==> src/rtl/cart_reload_seq.sv <==
// -----------------------------------------------------------------------------
// cart_reload_seq
//
// Sequences a cartridge configuration reload for the MSX core. The request is
// debounced first. The core is then held in reset while the new configuration
// is latched. When the new cartridge has SRAM, that SRAM is cleared to 8'hFF
// through the SDRAM arbiter. Finally the core is released.
//
// Ports
//   clk         in   system clock
//   reset       in   synchronous, active-high reset
//   reload_req  in   level: current cart config differs from the latched one
//   sram_size   in   [7:0]  new SRAM size in kB (0 = no SRAM); clamped to 32
//   mem_addr    out  [23:0] clear write byte address
//   mem_din     out  [7:0]  clear write data (always 8'hFF)
//   mem_we      out  write request, held until mem_ack
//   mem_ack     in   one-cycle write acknowledge from the SDRAM arbiter
//   core_reset  out  holds the MSX core in reset
//   cfg_latch   out  one-cycle pulse: consumers latch the new cart config
//   busy        out  high whenever the sequencer is not idle
//
// All outputs are registered. Each output is decoded from the next state and
// loaded on the same edge as the state register, so it lines up exactly with
// the state it belongs to.
// -----------------------------------------------------------------------------
module cart_reload_seq #(
    parameter int unsigned STABLE_CYCLES = 1024,
    parameter int unsigned RESET_HOLD    = 16,
    parameter logic [23:0] SRAM_BASE     = 24'h3F8000
) (
    input  logic        clk,
    input  logic        reset,
    input  logic        reload_req,
    input  logic [7:0]  sram_size,
    output logic [23:0] mem_addr,
    output logic [7:0]  mem_din,
    output logic        mem_we,
    input  logic        mem_ack,
    output logic        core_reset,
    output logic        cfg_latch,
    output logic        busy
);

    // The debounce and hold phases share one phase counter, sized for the
    // longer of the two.
    localparam int unsigned SC_W  = (STABLE_CYCLES > 1) ? $clog2(STABLE_CYCLES) : 1;
    localparam int unsigned RH_W  = (RESET_HOLD > 1) ? $clog2(RESET_HOLD) : 1;
    localparam int unsigned CNT_W = (SC_W > RH_W) ? SC_W : RH_W;

    localparam logic [CNT_W-1:0] DEB_LAST  = CNT_W'(STABLE_CYCLES - 1);
    localparam logic [CNT_W-1:0] HOLD_LAST = CNT_W'(RESET_HOLD - 1);
    localparam logic [CNT_W-1:0] CNT_ONE   = CNT_W'(1);
    localparam logic [7:0]       FILL_BYTE = 8'hFF;

    typedef enum logic [2:0] {
        ST_IDLE     = 3'd0,
        ST_DEBOUNCE = 3'd1,
        ST_HOLD     = 3'd2,
        ST_LATCH    = 3'd3,
        ST_CLEAR    = 3'd4,
        ST_RELEASE  = 3'd5
    } state_t;

    state_t           state;
    state_t           state_nxt;
    logic [CNT_W-1:0] phase_cnt;
    logic [CNT_W-1:0] phase_cnt_nxt;
    logic [15:0]      byte_cnt;
    logic [15:0]      byte_cnt_nxt;
    logic [5:0]       size_kb;
    logic [5:0]       size_kb_nxt;
    logic [23:0]      addr_nxt;

    logic             mem_we_nxt;
    logic             core_reset_nxt;
    logic             cfg_latch_nxt;
    logic             busy_nxt;

    logic [5:0]       clamped_kb;
    logic [15:0]      last_byte;
    logic             ack_take;

    // SRAM larger than 32 kB is clamped to 32 kB. The clamp fits in 6 bits,
    // so size*1024 fits in the 16-bit byte counter.
    assign clamped_kb = (sram_size > 8'd32) ? 6'd32 : sram_size[5:0];

    // Index of the final byte of the clear: size*1024 - 1.
    assign last_byte  = {size_kb, 10'd0} - 16'd1;

    // An acknowledge counts only while a write is actually outstanding.
    assign ack_take   = (state == ST_CLEAR) && mem_we && mem_ack;

    // NOTE: every signal assigned in this always_comb gets a default value
    // first, so that no path leaves a signal unassigned and infers a latch.
    always_comb begin
        state_nxt     = state;
        phase_cnt_nxt = phase_cnt;
        byte_cnt_nxt  = byte_cnt;
        size_kb_nxt   = size_kb;
        addr_nxt      = mem_addr;

        case (state)
            ST_IDLE: begin
                if (reload_req) begin
                    state_nxt     = ST_DEBOUNCE;
                    phase_cnt_nxt = '0;
                end
            end

            ST_DEBOUNCE: begin
                if (!reload_req) begin
                    state_nxt     = ST_IDLE;
                    phase_cnt_nxt = '0;
                end else if (phase_cnt == DEB_LAST) begin
                    state_nxt     = ST_HOLD;
                    phase_cnt_nxt = '0;
                end else begin
                    phase_cnt_nxt = phase_cnt + CNT_ONE;
                end
            end

            // reload_req is deliberately ignored from here on.
            ST_HOLD: begin
                if (phase_cnt == HOLD_LAST) begin
                    state_nxt     = ST_LATCH;
                    phase_cnt_nxt = '0;
                end else begin
                    phase_cnt_nxt = phase_cnt + CNT_ONE;
                end
            end

            // The size is captured here, so later changes on sram_size cannot
            // alter the clear length.
            ST_LATCH: begin
                size_kb_nxt  = clamped_kb;
                byte_cnt_nxt = '0;
                addr_nxt     = SRAM_BASE;
                state_nxt    = (clamped_kb == 6'd0) ? ST_RELEASE : ST_CLEAR;
            end

            ST_CLEAR: begin
                if (ack_take) begin
                    // The 24-bit add wraps modulo 2^24 by construction.
                    addr_nxt     = mem_addr + 24'd1;
                    byte_cnt_nxt = byte_cnt + 16'd1;
                    if (byte_cnt == last_byte) begin
                        state_nxt = ST_RELEASE;
                    end
                end
            end

            ST_RELEASE: begin
                state_nxt = ST_IDLE;
            end

            default: begin
                state_nxt = ST_IDLE;
            end
        endcase

        // Output decode from the next state. core_reset spans HOLD through
        // RELEASE as one contiguous run, so it cannot glitch low in between.
        mem_we_nxt     = (state_nxt == ST_CLEAR);
        core_reset_nxt = (state_nxt inside {ST_HOLD, ST_LATCH, ST_CLEAR, ST_RELEASE});
        cfg_latch_nxt  = (state_nxt == ST_LATCH);
        busy_nxt       = (state_nxt != ST_IDLE);
    end

    // NOTE: sequential state is written with non-blocking assignments only, so
    // every flop samples values from before the edge, independent of order.
    always_ff @(posedge clk) begin
        if (reset) begin
            // Reset wins over any transition. It also drops mem_we on this
            // same edge, which aborts a clear that is in progress.
            state      <= ST_IDLE;
            phase_cnt  <= '0;
            byte_cnt   <= '0;
            size_kb    <= '0;
            mem_addr   <= SRAM_BASE;
            mem_din    <= FILL_BYTE;
            mem_we     <= 1'b0;
            core_reset <= 1'b0;
            cfg_latch  <= 1'b0;
            busy       <= 1'b0;
        end else begin
            state      <= state_nxt;
            phase_cnt  <= phase_cnt_nxt;
            byte_cnt   <= byte_cnt_nxt;
            size_kb    <= size_kb_nxt;
            mem_addr   <= addr_nxt;
            mem_din    <= FILL_BYTE;
            mem_we     <= mem_we_nxt;
            core_reset <= core_reset_nxt;
            cfg_latch  <= cfg_latch_nxt;
            busy       <= busy_nxt;
        end
    end

endmodule

==> config.mk <==
export PLATFORM = sky130hd
export DESIGN_NAME = cart_reload_seq
export DESIGN_NICKNAME = d
export VERILOG_FILES = /design/src/rtl/cart_reload_seq.sv
export SDC_FILE = /design/constraint.sdc
export NUM_CORES = 1
export LEC_CHECK = 0
export ABC_AREA = 1
export BUFFER_PORTS_ARGS = -buffer_cell sky130_fd_sc_hd__buf_2
export CAP_MARGIN = 20
export CORE_MARGIN = 4
export CORE_UTILIZATION = 60
export DETAILED_ROUTE_END_ITERATION = 12
export PLACE_DENSITY = 0.79
export SLEW_MARGIN = 30
export SYNTH_ARGS = -nofsm -noshare
export SYNTH_HDL_FRONTEND = slang
export SYNTH_SLANG_ARGS = --single-unit
==> constraint.sdc <==
create_clock -name clk -period 4.2 [get_ports clk]
set_clock_uncertainty 0.2 [all_clocks]
set_input_delay 0.21 -clock clk [delete_from_list [all_inputs] [get_ports clk]]
set_output_delay 0.21 -clock clk [all_outputs]
set_load 0.005 [all_outputs]
# Yosys cells after proc, flatten, opt, wreduce, memory -nomap -nowiden
# Cells that the tools add are included.
[word_totals]
reg_bits = 63
input_bits = 12
output_inout_bits = 36
word_cells = 55
[op_classes]
n_addsub = 4
n_lt_le_gt_ge = 1
eq_ne = 13
mux = 18
n_reduce_logical = 10
[ops]
columns = ["operator", "n"]
rows = [
  ["case mux 24 bit (2 select lines)", 1],
  ["2-to-1 mux 10 bit", 4],
  ["case mux 16 bit (2 select lines)", 1],
  ["case mux 10 bit (3 select lines)", 1],
  ["adder 24 x 1 -> 24 bit (second input constant)", 1],
  ["2-to-1 mux 24 bit", 1],
  ["2-to-1 mux 3 bit", 6],
  ["adder 16 x 1 -> 16 bit (second input constant)", 1],
  ["== test 16 bit", 1],
  ["2-to-1 mux 16 bit", 1],
  ["subtractor 16 x 1 -> 16 bit (second input constant)", 1],
  ["case mux 3 bit (5 select lines)", 1],
  ["== test 3 x 2 -> 1 bit (second input constant)", 4],
  ["adder 10 x 1 -> 10 bit (second input constant)", 1],
  ["== test 10 bit (second input constant)", 1],
  ["== test 10 x 4 -> 1 bit (second input constant)", 1],
  ["== test 3 bit (second input constant)", 3],
  ["> comparator 8 x 6 -> 1 bit (second input constant)", 1],
  ["logical NOT 6 bit", 1],
  ["2-to-1 mux 6 bit", 1],
  ["nonzero test 3 bit", 2],
  ["inequality test 2 bit (second input constant)", 2],
  ["AND reduction 2 bit", 2],
  ["nonzero test 4 bit", 1],
  ["other kinds (5)", 6],
]

# Logic depth before layout (Yosys ltp)
[depth]
ltp_word = 7
mapped_depth = 13
ltp_nobuf = 13

# Worst setup path before layout
# Ideal clock, no wire load.
[synth_timing]
path_kind = "reg2reg"
start = "register mem_addr[0]"
end = "register mem_addr[16]"
setup_time_ns = 0.137
t_arrival_ns = 1.289
required_ns = 3.863
setup_slack_ns = 2.574
path_stages_with_launch = 9
n_path_buf = 0
synth_period_minus_slack_ns = 1.626
path_cell_list = "dfxtp_1 ha_1 nand3_1 nor3_1 nand3_1 nand2_1 nand3_1 nand2_1 o211ai_1"
[synth_between]
elab_chain_len = 3
[synth_lines]
columns = ["item", "line_no", "text"]
rows = [
  ["from (decl)", "35", "output logic [23:0] mem_addr,"],
  ["from (signal assigned)", "190", "mem_addr <= addr_nxt;"],
  ["adder 24 x 1 -> 24 bit", "144", "addr_nxt = mem_addr + 24'd1;"],
  ["2-to-1 mux 24 bit", "142", "if (ack_take) begin"],
  ["case mux 24 bit (2 select lines)", "102", "case (state)"],
]
# No other way between the ends. The select of a mux whose other input is x is not followed.
# A chain may end at the register's enable or synchronous reset.

# Final worst setup path
[layout_timing]
start = "register state[0]"
end = "register byte_cnt[1]"
[layout_between]
elab_chain_len = 5
word_cells_on_any_way = 8
cone_classes = "eq/ne: 3; mux: 1; reduce/logical: 4"
[layout_lines]
columns = ["item", "line_no", "text"]
rows = [
  ["from (decl)", "64", "state_t state;"],
  ["from (signal assigned)", "186", "state <= state_nxt;"],
  ["== test 3 bit", "91, 102", ""],
  ["logical AND 1 bit (2 in a row)", "91", "assign ack_take = (state == ST_CLEAR) && mem_we && mem_ack;"],
  ["inequality test 2 bit (no line)", "n/a", ""],
  ["AND reduction 2 bit (no line)", "n/a", ""],
  ["to (signal assigned)", "188", "byte_cnt <= byte_cnt_nxt;"],
  ["to (decl)", "68", "logic [15:0] byte_cnt;"],
]
# Several ways; a longest one is shown, not always the timed one.

==> key figures <==
Run status
  – Status: finished, final reports clean

GRT
  – Initial antenna violation count: 0
  – Grt ovf: 0
  – Vias in the first global route: approximately 3400
  – Gr usage total: ~25%
  – Global-route wire length before repair: 15000 um
  – Largest net degree at the start of global routing: 38

Cells and area
  – Reg area: 1260 sq um
  – Area of the multi-input gates: about 2000 sq um
  – Share of cells above drive strength 1: between 10 and 15%
  – Area grow syn2layout: 14.7%
  – N_diodes: 0
  – Fin nets: 635
  – Fill cell count: between 400 and 500

Setup path
  – Crit end category: flop
  – Crit path max fanout: 37
  – Crit Path Class: reg -> reg
  – CP arrival: 2.12 ns
  – CP startpoint kind: flop
  – Crit path required time: 4.23 ns

Power and ir drop
  – Combinational cell fraction of total power: between 3 and 4%
  – Power Dens Cells: roughly 320 nW/um^2
  – Clk network pwr share: 50.4%
  – P_int: 1.04 mW
  – Switching power total: ~0.27 mW
  – Design Power: approximately 1.3 mW
  – Leakage: 1.84 nW
  – Maximum VDD drop: 224 uV
  – Sequential fraction of design power: 45.9%
  – Sw frac: 20.6%

Route
  – Final ANT Viol Nets: 0
  – DR DRC count: 0
  – WL per Instance: 12.4 um
  – 1st-pass router iterations: 5
  – Final wirelength: 8600 um
  – Iteration-0 DRC Markers: 267
  – DR vias: 3665
  – Vias per cell: 5.27

Placement
  – HPWL Detailed: about 6200 um
  – PortBufs: 39
  – Routability congestion estimate from global placement: approximately 0.93

Hold path
  – Hold WC Path Type: in -> reg

Floorplan
  – Initial Util: 63.5%
  – Die width: 85.5 um
  – Core region area: 5680 sq um
  – Row count: 27
  – Die Y: 85.5 um
  – Top Ports: 48
  – DIE AREA: between 7000 and 8000 sq um

Clocking
  – CTS hold repair buffers: 7
  – Post-CTS Resized: 0
  – Clock Latency Late Sink: 0.34 ns
  – Worst-path clk slew: 0.07 ns
  – Clk root buf: clkbuf_8
  – Htree depth: 3
  – Maximum clock path buffer count: 2
  – Total CTS buffers: 9
  – CTS tree: done
  – Post-CTS setup buffers: 0
  – Clk sinks: 63

Yosys
  – Asr flop ratio synth: 0%
  – Cell count after synthesis: 571
  – Yosys warnings: 0
  – Cell Area, Synth: 3600 sq um
  – Register area share after synthesis: between 30% and 40%
  – Syn_area_per_cell: 6.31 sq um
  – Netlist cell types: 37
  – Post-synth EDFFs: 0
  – Synth Flop Type: dfxtp_1
  – Seq cells post-synth: 63

Timing
  – Final min period: 2.09 ns
  – Final period util: 49.8%
  – Setup violators final: 0
  – RSZ-0062 raised after global routing: false
  – Least-Margin Pin Slew: between 0.5 and 0.6 ns
  – Min Hold Slack: 0.0104 ns
  – Max-slew violations: 0
  – Setup TNS: 0 ns
  – Hold Vio Cnt, Final: 0
  – Slew Limit Headroom: 61.4%
  – F_max: ~480 MHz

Flow run
  – Max-Cap Viols: 0
metal layers:
| layer | global-route usage (%) | routed length [um] |
|---|---|---|
| met3 | 5.34 | 520 |
| met2 | 42.3 | 4090 |
| met1 | 31.1 | 3870 |
| met4 | 7.77 | 129 |
| met5 | 0 | 0 |
final timing paths:
check	cells after the start	start	slack, ns	endpoint
setup reg to reg	8	state[0]	2.11	byte_cnt[1]
hold reg to reg	2	byte_cnt[6]	0.28	byte_cnt[6]
setup / recovery	8	state[0]	2.11	byte_cnt[1]
hold / removal	3	sram_size[4]	0.01	size_kb[4]
cell families after synthesis:
kind of cell             synth area share, %
flip-flops                              35.0
XOR/XNOR                                1.22
AO/OA/AOI/OAI                           11.0
AND/OR/NAND/NOR                         40.6
buffers and inverters                   10.7
adder cells (fa/ha/maj)                 1.39
other                                  0.104
stage by stage:
stage,worst slack (ns),utilization [%],instance area [sq um],cells
finish,2.11,72.8,4130,695
global route,1.90,72.8,4130,695
CTS,2.13,72.8,4130,695
detailed placement,2.15,67.3,3820,673
global placement,2.20,67.3,3820,673
floorplan,2.57,-,3630,578
critical path, stage by stage, from the launching register on:
cell     delay (ns)
dfxtp_1        0.35
inv_2          0.09
nand2_4        0.07
nor2_8         0.26
nand3_4        0.13
nand2_4        0.32
inv_1          0.31
a21oi_1        0.19
nor2_1         0.06
power by group through the flow:
stage,Sequential (mW),Clock (mW),Combinational (mW)
6_report,0.601,0.661,0.0485
4_1_cts,0.601,0.669,0.0478
3_5_place_dp,0.615,0,0.0435
2_1_floorplan,0.615,0,0.0343
5_1_grt,0.601,0.696,0.0547
3_3_place_gp,0.615,0,0.0430
synthesized netlist by cell type (4+ instances only):
master / count / share of area [%]
nand2_1: 160 / 17
nor2_1: 83 / 8.6
inv_1: 68 / 7.1
dfxtp_1: 63 / 35
nand3_1: 44 / 6.1
a21oi_1: 29 / 4.0
nand4_1: 21 / 3.6
o21ai_0: 19 / 2.6
nor3_1: 13 / 1.8
buf_4: 9 / 1.9
buf_2: 5 / 0.69
inv_2: 5 / 0.52
o211ai_1: 5 / 1.0
ha_1: 4 / 1.4
o21bai_1: 4 / 0.83
sequential cells by signal, indices dropped and copies added (netlist names):
signal      cells
core_reset      1
mem_addr       24
state           3
mem_we          1
cfg_latch       1
phase_cnt      10
byte_cnt       16
size_kb         6
busy            1
area by class of cell:
cell class	instances	share of cell area, %
multi-input cells	423	48.0
flip-flops and latches	63	30.5
well taps	72	2.18
clock buffers	12	3.75
inverters	75	6.81
repair buffers	47	6.60
clock inverters	3	2.18
placed cells by master, fill, tap and decap left out, drive strengths merged:
cell and count:
ha 4, nor3b 1, clkinv 2, buf 40, inv 73, nor2 87
o32ai 1, a31oi 3, a21o 1, o22ai 3, dlygate4sd3 7, nand2 164
nor3 13, o211ai 5, and2 1, nand3b 3, bufinv 3, or2 1
conb 8, o21bai 4, xor2 3, o21ai 23, o211a 1, xnor2 2
nand4 21, clkbuf 12, dfxtp 63, nand3 45, a21oi 29
Note: power is estimated with default switching activity, not from simulation.
